File: src/rtl/alu_seq.sv
// Handshaked, registered ALU with a multi-cycle shift-add multiplier.
// Keeps the CPU decoder's 4-bit opcode encoding; results and flags are held until consumed.
module alu_seq #(
   parameter int WIDTH = 8
) (
   input  logic             clk,
   input  logic             reset,
   input  logic             in_valid,
   output logic             in_ready,
   input  logic [3:0]       opcode,
   input  logic [WIDTH-1:0] operand_a,
   input  logic [WIDTH-1:0] operand_b,
   output logic             out_valid,
   input  logic             out_ready,
   output logic [WIDTH-1:0] result,
   output logic             zero,
   output logic             carry,
   output logic             negative,
   output logic             overflow
);

   localparam int CW = $clog2(WIDTH) + 1;
   localparam int M  = WIDTH - 1;

   localparam logic [3:0] OP_ADD = 4'b0011;
   localparam logic [3:0] OP_SUB = 4'b0100;
   localparam logic [3:0] OP_AND = 4'b0101;
   localparam logic [3:0] OP_OR  = 4'b0110;
   localparam logic [3:0] OP_XOR = 4'b0111;
   localparam logic [3:0] OP_CMP = 4'b1000;
   localparam logic [3:0] OP_PASS = 4'b1001;
   localparam logic [3:0] OP_INC = 4'b1010;
   localparam logic [3:0] OP_DEC = 4'b1011;
   localparam logic [3:0] OP_SHL = 4'b1100;
   localparam logic [3:0] OP_SHR = 4'b1101;
   localparam logic [3:0] OP_MUL = 4'b1110;

   typedef enum logic [1:0] {
      IDLE = 2'd0,
      BUSY = 2'd1,
      DONE = 2'd2
   } state_t;

   state_t             state;
   state_t             next_state;
   logic [2*WIDTH-1:0] mcand;
   logic [2*WIDTH-1:0] prod;
   logic [2*WIDTH-1:0] prod_next;
   logic [WIDTH-1:0]   mplier;
   logic [CW-1:0]      count;
   logic               accept;
   logic               is_mul;
   logic               mul_last;
   logic [WIDTH:0]     wide;
   logic [WIDTH-1:0]   alu_res;
   logic               alu_c;
   logic               alu_v;

   assign in_ready  = !reset && (state == IDLE || (state == DONE && out_ready));
   assign out_valid = (state == DONE);
   assign accept    = in_valid && in_ready;
   assign is_mul    = (opcode == OP_MUL);
   assign mul_last  = (state == BUSY) && (count == CW'(WIDTH - 1));
   // Multiplicand shifts left and multiplier shifts right, so bit 0 is always the current multiplier bit.
   assign prod_next = prod + (mplier[0] ? mcand : '0);

   always_comb begin
      wide    = '0;
      alu_res = '0;
      alu_c   = 1'b0;
      alu_v   = 1'b0;
      case (opcode)
         OP_ADD: begin
            wide    = {1'b0, operand_a} + {1'b0, operand_b};
            alu_res = wide[M:0];
            alu_c   = wide[WIDTH];
            alu_v   = (operand_a[M] == operand_b[M]) && (alu_res[M] != operand_a[M]);
         end
         OP_SUB, OP_CMP: begin
            alu_res = operand_a - operand_b;
            alu_c   = operand_a < operand_b;
            alu_v   = (operand_a[M] != operand_b[M]) && (alu_res[M] != operand_a[M]);
         end
         OP_AND:  alu_res = operand_a & operand_b;
         OP_OR:   alu_res = operand_a | operand_b;
         OP_XOR:  alu_res = operand_a ^ operand_b;
         OP_PASS: alu_res = operand_a;
         OP_INC: begin
            wide    = {1'b0, operand_a} + (WIDTH+1)'(1);
            alu_res = wide[M:0];
            alu_c   = wide[WIDTH];
            alu_v   = alu_res[M] & ~operand_a[M];
         end
         OP_DEC: begin
            alu_res = operand_a - WIDTH'(1);
            alu_c   = (operand_a == '0);
            alu_v   = operand_a[M] & ~alu_res[M];
         end
         OP_SHL: begin
            alu_res = operand_a << 1;
            alu_c   = operand_a[M];
         end
         OP_SHR: begin
            alu_res = operand_a >> 1;
            alu_c   = operand_a[0];
         end
         default: alu_res = '0;
      endcase
   end

   always_comb begin
      next_state = state;
      case (state)
         IDLE: if (accept) next_state = is_mul ? BUSY : DONE;
         BUSY: if (mul_last) next_state = DONE;
         DONE: if (out_ready) next_state = accept ? (is_mul ? BUSY : DONE) : IDLE;
         default: next_state = IDLE;
      endcase
   end

   always_ff @(posedge clk) begin
      if (reset) begin
         state    <= IDLE;
         result   <= '0;
         zero     <= 1'b0;
         carry    <= 1'b0;
         negative <= 1'b0;
         overflow <= 1'b0;
         mcand    <= '0;
         mplier   <= '0;
         prod     <= '0;
         count    <= '0;
      end else begin
         state <= next_state;
         if (accept) begin
            if (is_mul) begin
               mcand  <= {{WIDTH{1'b0}}, operand_a};
               mplier <= operand_b;
               prod   <= '0;
               count  <= '0;
            end else begin
               result   <= alu_res;
               zero     <= (alu_res == '0);
               carry    <= alu_c;
               negative <= alu_res[M];
               overflow <= alu_v;
            end
         end else if (state == BUSY) begin
            prod   <= prod_next;
            mcand  <= mcand << 1;
            mplier <= mplier >> 1;
            count  <= count + CW'(1);
            // Carry reports any nonzero bit in the discarded high half of the product.
            if (mul_last) begin
               result   <= prod_next[M:0];
               zero     <= (prod_next[M:0] == '0);
               carry    <= |prod_next[2*WIDTH-1:WIDTH];
               negative <= prod_next[M];
               overflow <= 1'b0;
            end
         end
      end
   end

endmodule

File: config.mk
export PLATFORM = sky130hd
export DESIGN_NAME = alu_seq
export DESIGN_NICKNAME = d
export VERILOG_FILES = /design/src/rtl/alu_seq.sv
export SDC_FILE = /design/constraint.sdc
export NUM_CORES = 1
export LEC_CHECK = 0
export BUFFER_PORTS_ARGS = -buffer_cell sky130_fd_sc_hd__buf_2
export CORE_MARGIN = 3
export CORE_UTILIZATION = 57
export CTS_BUF_LIST = sky130_fd_sc_hd__clkbuf_2 sky130_fd_sc_hd__clkbuf_4 sky130_fd_sc_hd__clkbuf_8
export DETAILED_ROUTE_END_ITERATION = 10
export PLACE_DENSITY = 0.78
export SLEW_MARGIN = 20
export SYNTH_ARGS = -nofsm -noshare
export SYNTH_HDL_FRONTEND = slang
export SYNTH_SLANG_ARGS = --single-unit
export TNS_END_PERCENT = 20
File: constraint.sdc
create_clock -name clk -period 3.6 [get_ports clk]
set_clock_uncertainty 0.1 [all_clocks]
set_input_delay 0.9 -clock clk [delete_from_list [all_inputs] [get_ports clk]]
set_output_delay 0.9 -clock clk [all_outputs]
set_load 0.01 [all_outputs]
## Yosys cells after proc, flatten, opt, wreduce, memory -nomap -nowiden

Index checks and enable logic that the tools add are counted.

| operators by class | value |
|---|---|
| equality and inequality tests | 24 |
| reduce and logical (&&, ||, !) cells | 19 |
| $lt $le $gt $ge | 1 |
| bitwise logic cells | 7 |
| multiplexer cells | 42 |
| add/subtract/negate cells | 6 |

Operators with widths:

| operator | number |
|---|---|
| two-way mux 16 bit | 7 |
| case mux 8 bit (10 select lines) | 1 |
| two-way mux 8 bit | 7 |
| equality test 4 bit, second input constant | 7 |
| logical NOT 8 bit | 3 |
| equality test 4 x 3 -> 1 bit, second input constant | 5 |
| adder 16 bit | 1 |
| two-way mux 1 bit | 16 |
| two-way mux 4 bit | 3 |
| two-way mux 2 bit | 5 |
| adder 8 x 1 -> 9 bit, second input constant | 1 |
| adder 8 x 8 -> 9 bit | 1 |
| AND 8 bit | 1 |
| less-than comparator 8 bit | 1 |
| bitwise OR 8 bit | 1 |
| OR reduction 8 bit | 1 |
| subtractor 8 x 1 -> 8 bit, second input constant | 1 |
| subtractor 8 bit | 1 |
| bitwise XOR 8 bit | 1 |
| logical AND 1 bit | 6 |
| != test 2 bit, second input constant | 3 |
| case mux 1 bit (6 select lines) | 1 |
| case mux 2 bit (3 select lines) | 1 |
| AND reduction 3 bit | 2 |
| 16 further kinds | 22 |

| word-level totals | value |
|---|---|
| output and inout bits | 14 |
| input port bits | 24 |
| bits in registers | 58 |

## Depth between registers and ports, before layout

| logic depth | value |
|---|---|
| word-level depth | 8 |
| gate-level depth with buffers | 11 |
| gate-level depth less buffers | 10 |

## Least setup slack after synthesis

OpenSTA, ideal clock, no wires.

| timing | value |
|---|---|
| kind | input to register |
| start | in operand_a[2] |
| end | reg zero |
| buffers on the path | 2 |
| required time | 3425 ps |
| library setup time | 75 ps |
| data arrival time | 3241 ps |
| stages on the path | 11 |
| path slack | 184 ps |
| cells stage by stage | clkbuf_1 -> inv_1 -> ha_1 -> buf_2 -> nor3_1 -> nor3_1 -> a2bb2oi_1 -> a21oi_1 -> or3_1 -> or4_1 -> o22ai_1 |

| on the way | value |
|---|---|
| word-level cells in the longest chain between the ends | 5 |
| elaborated cells on any way between the ends | 11 |
| classes of those cells | add/sub (4); mux (3); bitwise (3); reduce/logical (1) |

Ends and longest elaborated chain:

| what | RTL line | RTL |
|---|---|---|
| start: declaration | 11 | `input logic [WIDTH-1:0] operand_a,` |
| subtractor 8 x 1 -> 8 bit (tied with other cells) | 95 | `alu_res = operand_a - WIDTH'(1);` |
| case mux 8 bit (10 select lines) (*) | 72 | `case (opcode)` |
| logical NOT 8 bit (*) | 143 | `zero <= (alu_res == '0);` |
| two-way mux 1 bit (*) | 136 | `if (is_mul) begin` |
| two-way mux 1 bit (*) | 135 | `if (accept) begin` |
| end signal: assignment | 143 |  |
| end signal: assignment | 156 | `zero <= (prod_next[M:0] == '0);` |
| end: declaration | 16 | `output logic zero,` |

Every way passes the cells marked *; elsewhere a longest branch is shown, timed or not. The select of a mux whose other input is x is not followed.
A chain may end at the register's enable or synchronous reset.

## Worst setup path after layout

| timing | value |
|---|---|
| start | reg mplier[0] |
| end | reg carry |

| on the way | value |
|---|---|
| word-level cells in the longest chain between the ends | 6 |

Ends and longest elaborated chain:

| what | RTL line | RTL |
|---|---|---|
| start: declaration | 49 | `logic [WIDTH-1:0] mplier;` |
| start signal: assignment | 138 | `mplier <= operand_b;` |
| start signal: assignment | 151 | `mplier <= mplier >> 1;` |
| two-way mux 16 bit | 65 | `assign prod_next = prod + (mplier[0] ? mcand : '0);` |
| adder 16 bit | 65 |  |
| OR reduction 8 bit | 157 | `carry <= \|prod_next[2*WIDTH-1:WIDTH];` |
| two-way mux 1 bit | 154 | `if (mul_last) begin` |
| two-way mux 1 bit | 148 | `end else if (state == BUSY) begin` |
| two-way mux 1 bit | 135 |  |
| end signal: assignment | 144 | `carry <= alu_c;` |
| end signal: assignment | 157 |  |
| end: declaration | 17 | `output logic carry,` |

No other way between the ends. The select of a mux whose other input is x is not followed.

==> results_dict.tcl <==
set metrics [dict create \
    synth-simple-area-share 0.243 \
    synth_top_area_cell "dfxtp_1" \
    cts_inserted_buffers 9 \
    via_per_inst 6.62 \
    die_x_um 101 \
    io_pins 38 \
    cts_resized 0 \
    synth_edf_count 0 \
    first_pass_iters 5 \
    netlist.area_leader.share 0.221 \
    antenna_cells 0 \
    max_stage_delay_ns 0.42 \
    die_y_um 101 \
    p_int_mw 1.12 \
    rrSetupSlack_ns 0.27 \
    hp-class "reg -> reg" \
    critPathArrivalTime_ns 3.45 \
    clockPowerShare 0.378 \
    grt_pass1_wl_um 25700 \
    worstPathRequired_ns 3.72 \
    worst_slew_pin_slew_ns 0.918 \
    grt_pass1_vias 5149 \
    postCtsSetupBuffers 0 \
    cts_sinks 57 \
    cts_hold_buf 0 \
    postPlaceCellArea_um2 5500 \
    wl_per_cell_um 19.3 \
    period_minus_slack_ns 3.33 \
    min_path_cells 2 \
    p_sw_uw 504 \
    port_buffers 37 \
    num_rows 34 \
    area_delta_synth_final_pct 10.4 \
    routed_wl_um 15800 \
    power_density_nw_per_um2 285 \
    final-max-slew-violation-count 0 \
    path_clk_slew_ns 0.07 \
    synthMuxAreaShare 0.0310 \
    syn-num-nets 753 \
    insertion_delay_ns 0.33 \
    start_kind "flop" \
    synth_top_family_by_area "compound AO/OA/AOI/OAI gates" \
    path_cells "and2_1 -> ha_1 -> fa_1 -> a21oi_1 -> o211ai_1 -> o41ai_1 -> xnor2_1 -> a2111oi_4 -> nand4b_1 -> o41a_1" \
    synthDistinctLibCells 74 \
    coreArea_um2 8760 \
    ys_ff_latch 57 \
    cap_violations 0 \
    dp_hpwl_um 11700 \
    syn_area_um2 5160 \
    seq_area_frac_synth 0.221 \
    syn_inst 679 \
    seqPwrFrac 0.398 \
    synth_compound_area_frac 0.290 \
    netlist_top_cells_count "a21oi_1 (67), nand2_1 (67), dfxtp_1 (57)" \
    reg2regPathDepth 10 \
    cts_root_buffer "clkbuf_8" \
    critPathSlowestCell "dfxtp_1" \
    power_leakage_nw 2.30 \
    grt_max_degree 60 \
    initial_core_util 0.589 \
    antenna_found_initial 0 \
    crit_type "reg -> reg" \
    gp_congestion 1.02 \
    fmax_ghz 0.300 \
    setup_viol 0 \
    vias 5429 \
    post-route-cell-area_um2 5700 \
    synth_xor_area_frac 0.0271 \
    finalPower_mw 1.63 \
    drive_above_1_share 0.136 \
    ant_nets 0 \
    synth_warnings 0 \
    rsz0062_at_grt "no" \
    drc 0 \
    ctsHtreeMaxLevel 3 \
    synthAdderAreaFrac 0.126 \
    status "complete, no violations" \
    switching_share 0.310 \
    avgSynthCellArea_um2 7.60 \
    ys.flop_type "dfxtp_1" \
    clockBufferDepth 2 \
    die_area_um2 10200 \
    nets 781 \
    vdd_drop_max_mv 0.258 \
    maxSlewHeadroom 0.386 \
    fin_crit_sh 0.926 \
    async_flop_share 0 \
    gr-usage-all-layers 0.312 \
    p_comb_frac 0.223 \
    path_max_fanout 10 \
    drt_iter0_drc 477 \
    cp-end-kind "flop" \
    overflow 0 \
    cts_tree "built" \
    yosys-top-cells-area "dfxtp_1 (22%), ha_1 (11%), a21oi_1 (6.5%)" \
    timing_hold_violations_final 0 \
]
-- logic make-up after synthesis --
group | Yosys count
AOI/OAI and AO/OA | 213
xor gates and xnor gates | 16
adders and majority gates | 50
buffers and inverters | 80
DFF | 57
muxes | 16
and+or+nand+nor | 247
-- flip-flops by register name (all words and copies together), names as in the netlist --
signal,cells
mplier,8
carry,1
count,4
overflow,1
result,8
prod,16
state,2
mcand,16
zero,1
-- cells in the final DEF, fill, tap and decap left out, types with 4 or more instances in the layout --
| cell type | Yosys | layout |
|---|---|---|
| buf_4 | 2 | 29 |
| o41ai_1 | 4 | 4 |
| nor3_1 | 17 | 17 |
| o211ai_1 | 7 | 7 |
| o21ai_0 | 22 | 22 |
| xor2_1 | 5 | 5 |
| mux2i_1 | 16 | 16 |
| a31oi_1 | 4 | 4 |
| nand4_1 | 10 | 10 |
| o221ai_1 | 4 | 4 |
| nand2_1 | 67 | 67 |
| buf_2 | 9 | 37 |
| nor4_1 | 4 | 4 |
| dfxtp_1 | 57 | 57 |
| xnor2_1 | 11 | 11 |
| clkbuf_8 | 0 | 10 |
| o22ai_1 | 10 | 10 |
| or3_1 | 9 | 9 |
| nor2_1 | 43 | 43 |
| o32ai_1 | 4 | 4 |
| and3_1 | 5 | 5 |
| a21oi_1 | 67 | 67 |
| and2_1 | 16 | 16 |
| a221oi_1 | 5 | 5 |
| a211oi_1 | 16 | 16 |
| ha_1 | 47 | 47 |
| nor2b_1 | 13 | 12 |
| inv_1 | 30 | 30 |
| a21o_1 | 4 | 4 |
| nand2b_1 | 11 | 11 |
| o21bai_1 | 4 | 4 |
| nand3_1 | 33 | 33 |
| a22oi_1 | 16 | 16 |
-- critical path: cells and delay by family, from the launching register on --
kind / cells / cell delay (ns)
compound gates: 5 / 1.51
fa+ha+maj: 2 / 0.64
flops: 1 / 0.42
xor+xnor: 1 / 0.21
simple gates: 2 / 0.34
-- layer usage --
layer	vias to the layer above	global-route usage	part of all wire
met5	-	0	0
li1	2574	-	-
met4	0	0.163	0.046
met1	2529	0.395	0.41
met2	276	0.513	0.47
met3	50	0.0475	0.075
-- power by group through the flow --
stage	registers, mW	clock network [mW]	logic [mW]
final	0.648	0.615	0.363
after global routing	0.649	0.655	0.392
after CTS	0.647	0.628	0.354
after detailed placement	0.662	0	0.351
after global placement	0.662	0	0.344
after floorplan	0.662	0	0.231
-- area by class of cell --
type	instances	area, um^2
Clock buffer	11	145
Clock inverter	5	55.1
Fill cell	773	3060
Inverter	31	116
Multi-Input combinational cell	542	3700
Sequential cell	57	1140
Tap cell	108	135
Timing Repair Buffer	66	403
-- worst paths after layout --
path / from / end
setup / recovery: mplier[0] / carry
hold / removal: result[1] / result[1]
setup reg to reg: mplier[0] / carry
hold reg to reg: result[1] / result[1]
-- through the flow --
step | std cells | worst slack, ns | TNS [ns] | hold slack (ns) | util
finish | 820 | 0.267 | 0 | 0.355 | 0.650
global route | 820 | 0.104 | 0 | 0.387 | 0.650
CTS | 820 | 0.286 | 0 | 0.355 | 0.650
detailed placement | 804 | -0.0166 | -0.0166 | 0.346 | 0.628
global placement | 804 | 0.0881 | 0 | 0.343 | 0.628
floorplan | 679 | 0.184 | 0 | 0.341 | -
Note: power is estimated with default switching activity, not from simulation.
